`config.mk`:
```
export PLATFORM = sky130hd
export DESIGN_NAME = signed_delta_decoder
export DESIGN_NICKNAME = d
export VERILOG_FILES = /design/src/rtl/signed_delta_pkg.sv /design/src/rtl/signed_sat_add.sv /design/src/rtl/signed_delta_decoder.sv
export SDC_FILE = /design/constraint.sdc
export NUM_CORES = 1
export LEC_CHECK = 0
export BUFFER_PORTS_ARGS = -buffer_cell sky130_fd_sc_hd__buf_2
export CORE_ASPECT_RATIO = 1.25
export CORE_MARGIN = 2
export CORE_UTILIZATION = 53
export CTS_BUF_LIST = sky130_fd_sc_hd__clkbuf_4 sky130_fd_sc_hd__clkbuf_8
export DETAILED_ROUTE_END_ITERATION = 10
export HOLD_SLACK_MARGIN = 0.15
export PLACE_DENSITY = 0.91
export SLEW_MARGIN = 20
export SYNTH_ARGS = -nofsm -noshare
export SYNTH_HDL_FRONTEND = slang
export SYNTH_SLANG_ARGS = --single-unit
```
`constraint.sdc`:
```
create_clock -name clk -period 2.65 [get_ports clk]
set_input_delay 0.265 -clock clk [delete_from_list [all_inputs] [get_ports clk]]
set_output_delay 0.265 -clock clk [all_outputs]
set_load 0.1 [all_outputs]
```
`src/rtl/signed_delta_pkg.sv`:
```
// Shared types and constants for the signed delta decoder.
// Holds default widths, sample range limits and the output-stage state encoding.
package signed_delta_pkg;

    localparam int DEF_DATA_W = 4;
    localparam int DEF_DIFF_W = DEF_DATA_W + 1;
    localparam int DEF_IDX_W  = 8;

    localparam int SAMPLE_MAX = (2 ** (DEF_DATA_W - 1)) - 1;
    localparam int SAMPLE_MIN = -(2 ** (DEF_DATA_W - 1));

    typedef enum logic {
        EMPTY = 1'b0,
        FULL  = 1'b1
    } state_e;

endpackage

```
`src/rtl/signed_sat_add.sv`:
```
// Combinational accumulate step: acc + diff (or diff alone on stream start), range-checked.
// Out-of-range handling saturates when SIGNED_DELTA_DEC_SAT_EN is defined, otherwise wraps.
module signed_sat_add
    import signed_delta_pkg::*;
#(
    parameter int DATA_W = DEF_DATA_W,
    parameter int DIFF_W = DATA_W + 1
) (
    input  logic signed [DATA_W-1:0] acc_i,
    input  logic signed [DIFF_W-1:0] diff_i,
    input  logic                     first_i,
    output logic signed [DATA_W-1:0] result_o,
    output logic                     ovf_o
);

    localparam int SUM_W = DIFF_W + 1;
    localparam int MAX_I = (2 ** (DATA_W - 1)) - 1;
    localparam int MIN_I = -(2 ** (DATA_W - 1));
    localparam logic signed [SUM_W-1:0] MAX_EXT = SUM_W'(MAX_I);
    localparam logic signed [SUM_W-1:0] MIN_EXT = SUM_W'(MIN_I);

    logic signed [SUM_W-1:0] accExt;
    logic signed [SUM_W-1:0] diffExt;
    logic signed [SUM_W-1:0] sum;
    logic                    overMax;
    logic                    underMin;

    // One extra bit beyond the difference width makes the sum exact for any operands.
    always_comb begin
        accExt   = {{(SUM_W - DATA_W){acc_i[DATA_W-1]}}, acc_i};
        diffExt  = {diff_i[DIFF_W-1], diff_i};
        sum      = first_i ? diffExt : (accExt + diffExt);
        overMax  = (sum > MAX_EXT);
        underMin = (sum < MIN_EXT);
        ovf_o    = overMax | underMin;
`ifdef SIGNED_DELTA_DEC_SAT_EN
        if (overMax) begin
            result_o = DATA_W'(MAX_I);
        end else if (underMin) begin
            result_o = DATA_W'(MIN_I);
        end else begin
            result_o = sum[DATA_W-1:0];
        end
`else
        result_o = sum[DATA_W-1:0];
`endif
    end

endmodule

```
`src/rtl/signed_delta_decoder.sv`:
```
// Rebuilds a signed sample stream from signed differences through a one-entry output stage.
// Optional saturation on overflow is enabled by defining SIGNED_DELTA_DEC_SAT_EN.
module signed_delta_decoder
    import signed_delta_pkg::*;
#(
    parameter int DATA_W = DEF_DATA_W,
    parameter int DIFF_W = DATA_W + 1,
    parameter int IDX_W  = DEF_IDX_W
) (
    input  logic                     clk,
    input  logic                     rst_n,
    input  logic                     in_valid,
    output logic                     in_ready,
    input  logic signed [DIFF_W-1:0] in_diff,
    input  logic                     in_first,
    output logic                     out_valid,
    input  logic                     out_ready,
    output logic signed [DATA_W-1:0] out_sample,
    output logic                     out_ovf,
    output logic [IDX_W-1:0]         out_idx
);

    state_e                    state_q;
    state_e                    state_d;
    logic                      inAccept;
    logic                      outAccept;
    logic signed [DATA_W-1:0]  acc_q;
    logic signed [DATA_W-1:0]  acc_d;
    logic                      ovf_q;
    logic                      ovf_d;
    logic [IDX_W-1:0]          idx_q;
    logic [IDX_W-1:0]          idx_d;
    logic signed [DATA_W-1:0]  addResult;
    logic                      addOvf;

    signed_sat_add #(
        .DATA_W (DATA_W),
        .DIFF_W (DIFF_W)
    ) u_add (
        .acc_i    (acc_q),
        .diff_i   (in_diff),
        .first_i  (in_first),
        .result_o (addResult),
        .ovf_o    (addOvf)
    );

    assign inAccept  = in_valid & in_ready;
    assign outAccept = out_valid & out_ready;

    always_ff @(posedge clk or negedge rst_n) begin
        if (!rst_n) begin
            state_q <= EMPTY;
        end else begin
            state_q <= state_d;
        end
    end

    always_comb begin
        state_d = state_q;
        case (state_q)
            EMPTY:   if (inAccept) state_d = FULL;
            FULL:    if (outAccept && !inAccept) state_d = EMPTY;
            default: state_d = EMPTY;
        endcase
    end

    always_comb begin
        out_valid = (state_q == FULL);
        in_ready  = (state_q == EMPTY) | out_ready;
    end

    // The held output register doubles as the accumulator, so acc always matches the last emitted sample.
    always_comb begin
        acc_d = acc_q;
        ovf_d = ovf_q;
        idx_d = idx_q;
        if (inAccept) begin
            acc_d = addResult;
            ovf_d = addOvf;
            idx_d = in_first ? '0 : (idx_q + IDX_W'(1));
        end
    end

    always_ff @(posedge clk or negedge rst_n) begin
        if (!rst_n) begin
            acc_q <= '0;
            ovf_q <= 1'b0;
            idx_q <= '0;
        end else begin
            acc_q <= acc_d;
            ovf_q <= ovf_d;
            idx_q <= idx_d;
        end
    end

    assign out_sample = acc_q;
    assign out_ovf    = ovf_q;
    assign out_idx    = idx_q;

endmodule
```
After elaboration in Yosys (flattened, before gate mapping)
Cells that the tools add are included.

Add/subtract/negate cells: 2. Order comparisons: 2. Muxes and demuxes: 5. Bitwise operators: 5. Reductions and logical operators: 2.

Operators with widths (number): $add 8x1->8 const B (1); $mux 8 (1); $add 4x5->6 (1); $gt 6x4->1 const B (1); $lt 6x4->1 const B (1); $mux 6 (1); $and 1x1->1 (2); $mux 1 (2); $or 1x1->1 (2); $pmux 1 s2 (1); $logic_and 1x1->1 (1); $logic_not 1->1 (1); $not 1->1 (1).

Bits in registers: 14. Input port bits: 10. Output and inout bits: 15.

Logic depth before layout (Yosys ltp)
Depth after elaboration: 7. Gate-level depth with buffers: 8.

By module
A second synthesis with hierarchy kept.

Cell total of the unflattened synthesis: 94. Area, all modules: 948.4 um^2.

Modules (own cells, without submodules): signed_delta_decoder (times used 1, cells each 63, area each 691.9 um^2, sequential area each 350.3 um^2); signed_sat_add (times used 1, cells each 31, area each 256.5 um^2, sequential area each 0.0 um^2).

Worst setup path after synthesis
OpenSTA, ideal clock, no wires.

Kind: register to register. Start point: register acc_q[0] (netlist: out_sample[0]). End point: register ovf_q (netlist: out_ovf). Library setup time: 0.123 ns. Arrival time: 2.378 ns. Slack: 0.148 ns. Stages on the path, launching flop included: 9. Path buffers: 0. Period minus slack after synthesis: 2.502 ns. Cells stage by stage: dfrtp_1 ha_1 inv_1 fa_1 and2b_1 or4b_1 nand3_1 o31ai_1 o21ai_2.

Word-level cells in the longest chain between the ends: 4.

RTL lines: start, declared (RTL line signed_delta_decoder.sv:27) `logic signed [DATA_W-1:0] acc_q;`; start signal, assigned (RTL line signed_delta_decoder.sv:86) `acc_q <= '0;`; start signal, assigned (RTL line signed_delta_decoder.sv:90) `acc_q <= acc_d;`; $add 4x5->6 (*) (RTL line signed_sat_add.sv:32) `sum = first_i ? diffExt : (accExt + diffExt);`; $mux 6 (*) (RTL line signed_sat_add.sv:32); $gt 6x4->1 / $lt 6x4->1 (equally long branches) (RTL line signed_sat_add.sv:33, signed_sat_add.sv:34); $or 1x1->1 (*) (RTL line signed_sat_add.sv:35) `ovf_o = overMax | underMin;`; end signal, assigned (RTL line signed_delta_decoder.sv:91) `ovf_q <= ovf_d;`; end, declared (RTL line signed_delta_decoder.sv:29) `logic ovf_q;`.

Every way passes the cells marked *; elsewhere a longest branch is shown, timed or not. A chain may end at the register's enable or synchronous reset.

Worst setup path in the final report
Same ends and word-level chain as after synthesis.

==> results.sh <==
export IMPL_drc=0
export IMPL_io_pins=25
export IMPL_core_um2=1600
export IMPL_die_w_um=41.1
export IMPL_antenna_found_initial=0
export IMPL_clock_latency_ns=0.28
export IMPL_grt_usage_pct=22.3
export IMPL_synth_seq_cells=14
export IMPL_firstDrtPassIters=4
export IMPL_wirelength_mm=2.05
export IMPL_max_freq_mhz=492
export IMPL_vias=841
export IMPL_final_common_cell="buf_2"
export IMPL_leakage_nw=0.558
export IMPL_synth_seq_area_share_pct=38.4
export IMPL_p_per_area_nw_per_um2=937
export IMPL_crit_type="flip-flop to flip-flop"
export IMPL_cp_required_ns=2.82
export IMPL_min_path_type="input pin to flip-flop"
export IMPL_ctsResizeCount=0
export IMPL_start_util_pct=57.0
export IMPL_period_share_pct=76.7
export IMPL_maxCapViolCount=0
export IMPL_yosys_warnings=0
export IMPL_synth_fp_nets=120
export IMPL_numCtsBuffers=3
export IMPL_syn_to_final_growth_pct=18.1
export IMPL_drt_iter0_markers=13
export IMPL_syn_instance_count=103
export IMPL_mostFrequentLayoutCells="24 x buf_2, 20 x nand2_1, 14 x dfrtp_1, 10 x o21ai_0"
export IMPL_outcome="finished, final reports clean"
export IMPL_syn_area_um2=912
export IMPL_worst_path_buf_inv=1
export IMPL_grt_setup_unrepaired="false"
export IMPL_avgViaCountPerCell=5.76
export IMPL_wl_per_cell_um=14.1
export IMPL_crit_fanout=3
export IMPL_die_area_um2=2070
export IMPL_numClockSinks=14
export IMPL_rrSetupSlack_ns=0.62
export IMPL_ir_drop_mv=0.455
export IMPL_htreeDepth=1
export IMPL_crit_slowest_cell="or4b_1"
export IMPL_drive_above_1_share_pct=25.0
export IMPL_finalPower_mw=1.01
export IMPL_path_clk_slew_ns=0.09
export IMPL_start_kind="flip-flop"
export IMPL_n_antenna_cell=0
export IMPL_grt_overflow_total=0
export IMPL_hold_violations=0
export IMPL_row_count=16
export IMPL_hpwl_mm=1.53
export IMPL_cts_root_buf="clkbuf_4"
export IMPL_syn_avg_cell_area_um2=8.86
export IMPL_worst_pin_slew_ns=0.481
export IMPL_grt_pass1_vias=802
export IMPL_layout_min_cycle_time_ns=2.03
export IMPL_clockBufferDepth=2
export IMPL_tns_ns=0
export IMPL_slew_viol_final=0
export IMPL_setup_viol=0
export IMPL_fin_nets=146
export IMPL_io_buffer_count=24
export IMPL_relSlewSlack_pct=67.9
export IMPL_crit_chain="ha_1 > inv_1 > fa_1 > and2b_1 > or4b_1 > nand3_1 > o211a_1 > o21ai_2"
export IMPL_grt_max_degree=19
export IMPL_drt_antenna_violating_nets=0
export IMPL_cp_top_family="simple AND/OR/NAND/NOR gates"
export IMPL_end_kind="flip-flop"
export IMPL_grt_pass1_wl_mm=3.22
export IMPL_cts_tree="done"
export IMPL_critPathMaxStageDelay_ns=0.48
export IMPL_die_h_um=50.4
export IMPL_gp_congestion=0.834
export IMPL_clock_skew_ns=0.00193
export IMPL_synth_distinct_cells=35
export IMPL_crit_arrival_ns=2.20
layer usage:
| layer | global-route usage (%) | vias up | wire, µm |
|---|---|---|---|
| met5 | 0 | - | 0 |
| met4 | 7.53 | 0 | 27 |
| met3 | 2.65 | 5 | 87 |
| met2 | 39.6 | 28 | 1040 |
| met1 | 25.6 | 399 | 900 |
| li1 | - | 409 | - |
state kept, by name, indices dropped and copies added, names as in the netlist:
register	flops
out_idx	8
out_ovf	1
out_sample	4
out_valid	1
synthesized netlist by cell type, drive strengths merged:
| master | count | share of area [%] |
|---|---|---|
| nand2 | 20 | 8.2 |
| dfrtp | 14 | 38 |
| o21ai | 11 | 6.4 |
| ha | 6 | 8.2 |
| nor2 | 6 | 2.5 |
| a21oi | 5 | 2.7 |
| nand3 | 4 | 2.2 |
| inv | 3 | 1.2 |
| nand2b | 3 | 2.3 |
| a211oi | 2 | 1.6 |
| and2 | 2 | 1.4 |
| and3 | 2 | 1.4 |
| buf | 2 | 1.8 |
| clkbuf | 2 | 0.82 |
| mux2i | 2 | 2.2 |
| nor2b | 2 | 2.2 |
| nor3 | 2 | 1.1 |
| o31ai | 2 | 1.6 |
| xnor2 | 2 | 1.9 |
| a21o | 1 | 0.82 |
| a221oi | 1 | 0.96 |
| and2b | 1 | 0.82 |
| and4 | 1 | 0.96 |
| fa | 1 | 2.2 |
| mux2 | 1 | 1.2 |
| o211a | 1 | 1.1 |
| o211ai | 1 | 0.82 |
| or3 | 1 | 0.69 |
| or4b | 1 | 1.1 |
| xor2 | 1 | 0.96 |
worst paths after layout:
path,start,depth (start not counted),to
max in group asynchronous,rst_n,2,out_idx[6]
min reg2reg,out_ovf,2,out_ovf
min in group asynchronous,rst_n,2,out_idx[7]
min,in_valid,2,out_valid
max,out_sample[0],8,out_ovf
max reg2reg,out_sample[0],8,out_ovf
power by group:
part | total (mW) | switching (mW) | internal, mW
logic | 0.558 | 0.442 | 0.115
clock network | 0.153 | 0.0698 | 0.0835
registers | 0.299 | 0.0437 | 0.255
through the flow:
step	utilization [%]	worst slack [ns]	cell area (µm²)	hold WS, ns	cells
after floorplan	-	0.148	912	-0.0306	103
after global placement	64.4	0.726	1030	0.179	141
after detailed placement	64.4	0.646	1030	0.181	141
after global routing	67.3	0.526	1080	0.240	146
final	67.3	0.618	1080	0.223	146
after CTS	67.3	0.627	1080	0.220	146
area by class of cell:
| type | count | area (µm²) |
|---|---|---|
| fillers | 141 | 524 |
| well taps | 18 | 22.5 |
| repair buffers | 25 | 130 |
| multi-input cells | 82 | 527 |
| inverters | 3 | 11.3 |
| flip-flops and latches | 14 | 350 |
| clock buffers | 4 | 36.3 |
kinds of logic (layout without fill, tap and decap cells):
kind of cell,after synthesis,in the layout,synth area share [%]
AO/OA/AOI/OAI,24,24,16.2
XOR/XNOR,3,3,2.88
adder cells (fa/ha/maj),7,7,10.4
buffers and inverters,7,32,3.84
flip-flops,14,14,38.4
multiplexers,3,3,3.43
AND/OR/NAND/NOR,45,45,24.8
timing repair:
item,CTS,global route
endpoints found under the hold margin,14,0
hold buffers,1,0
buffers inserted,0,0
(Power assumes the default switching activity.)
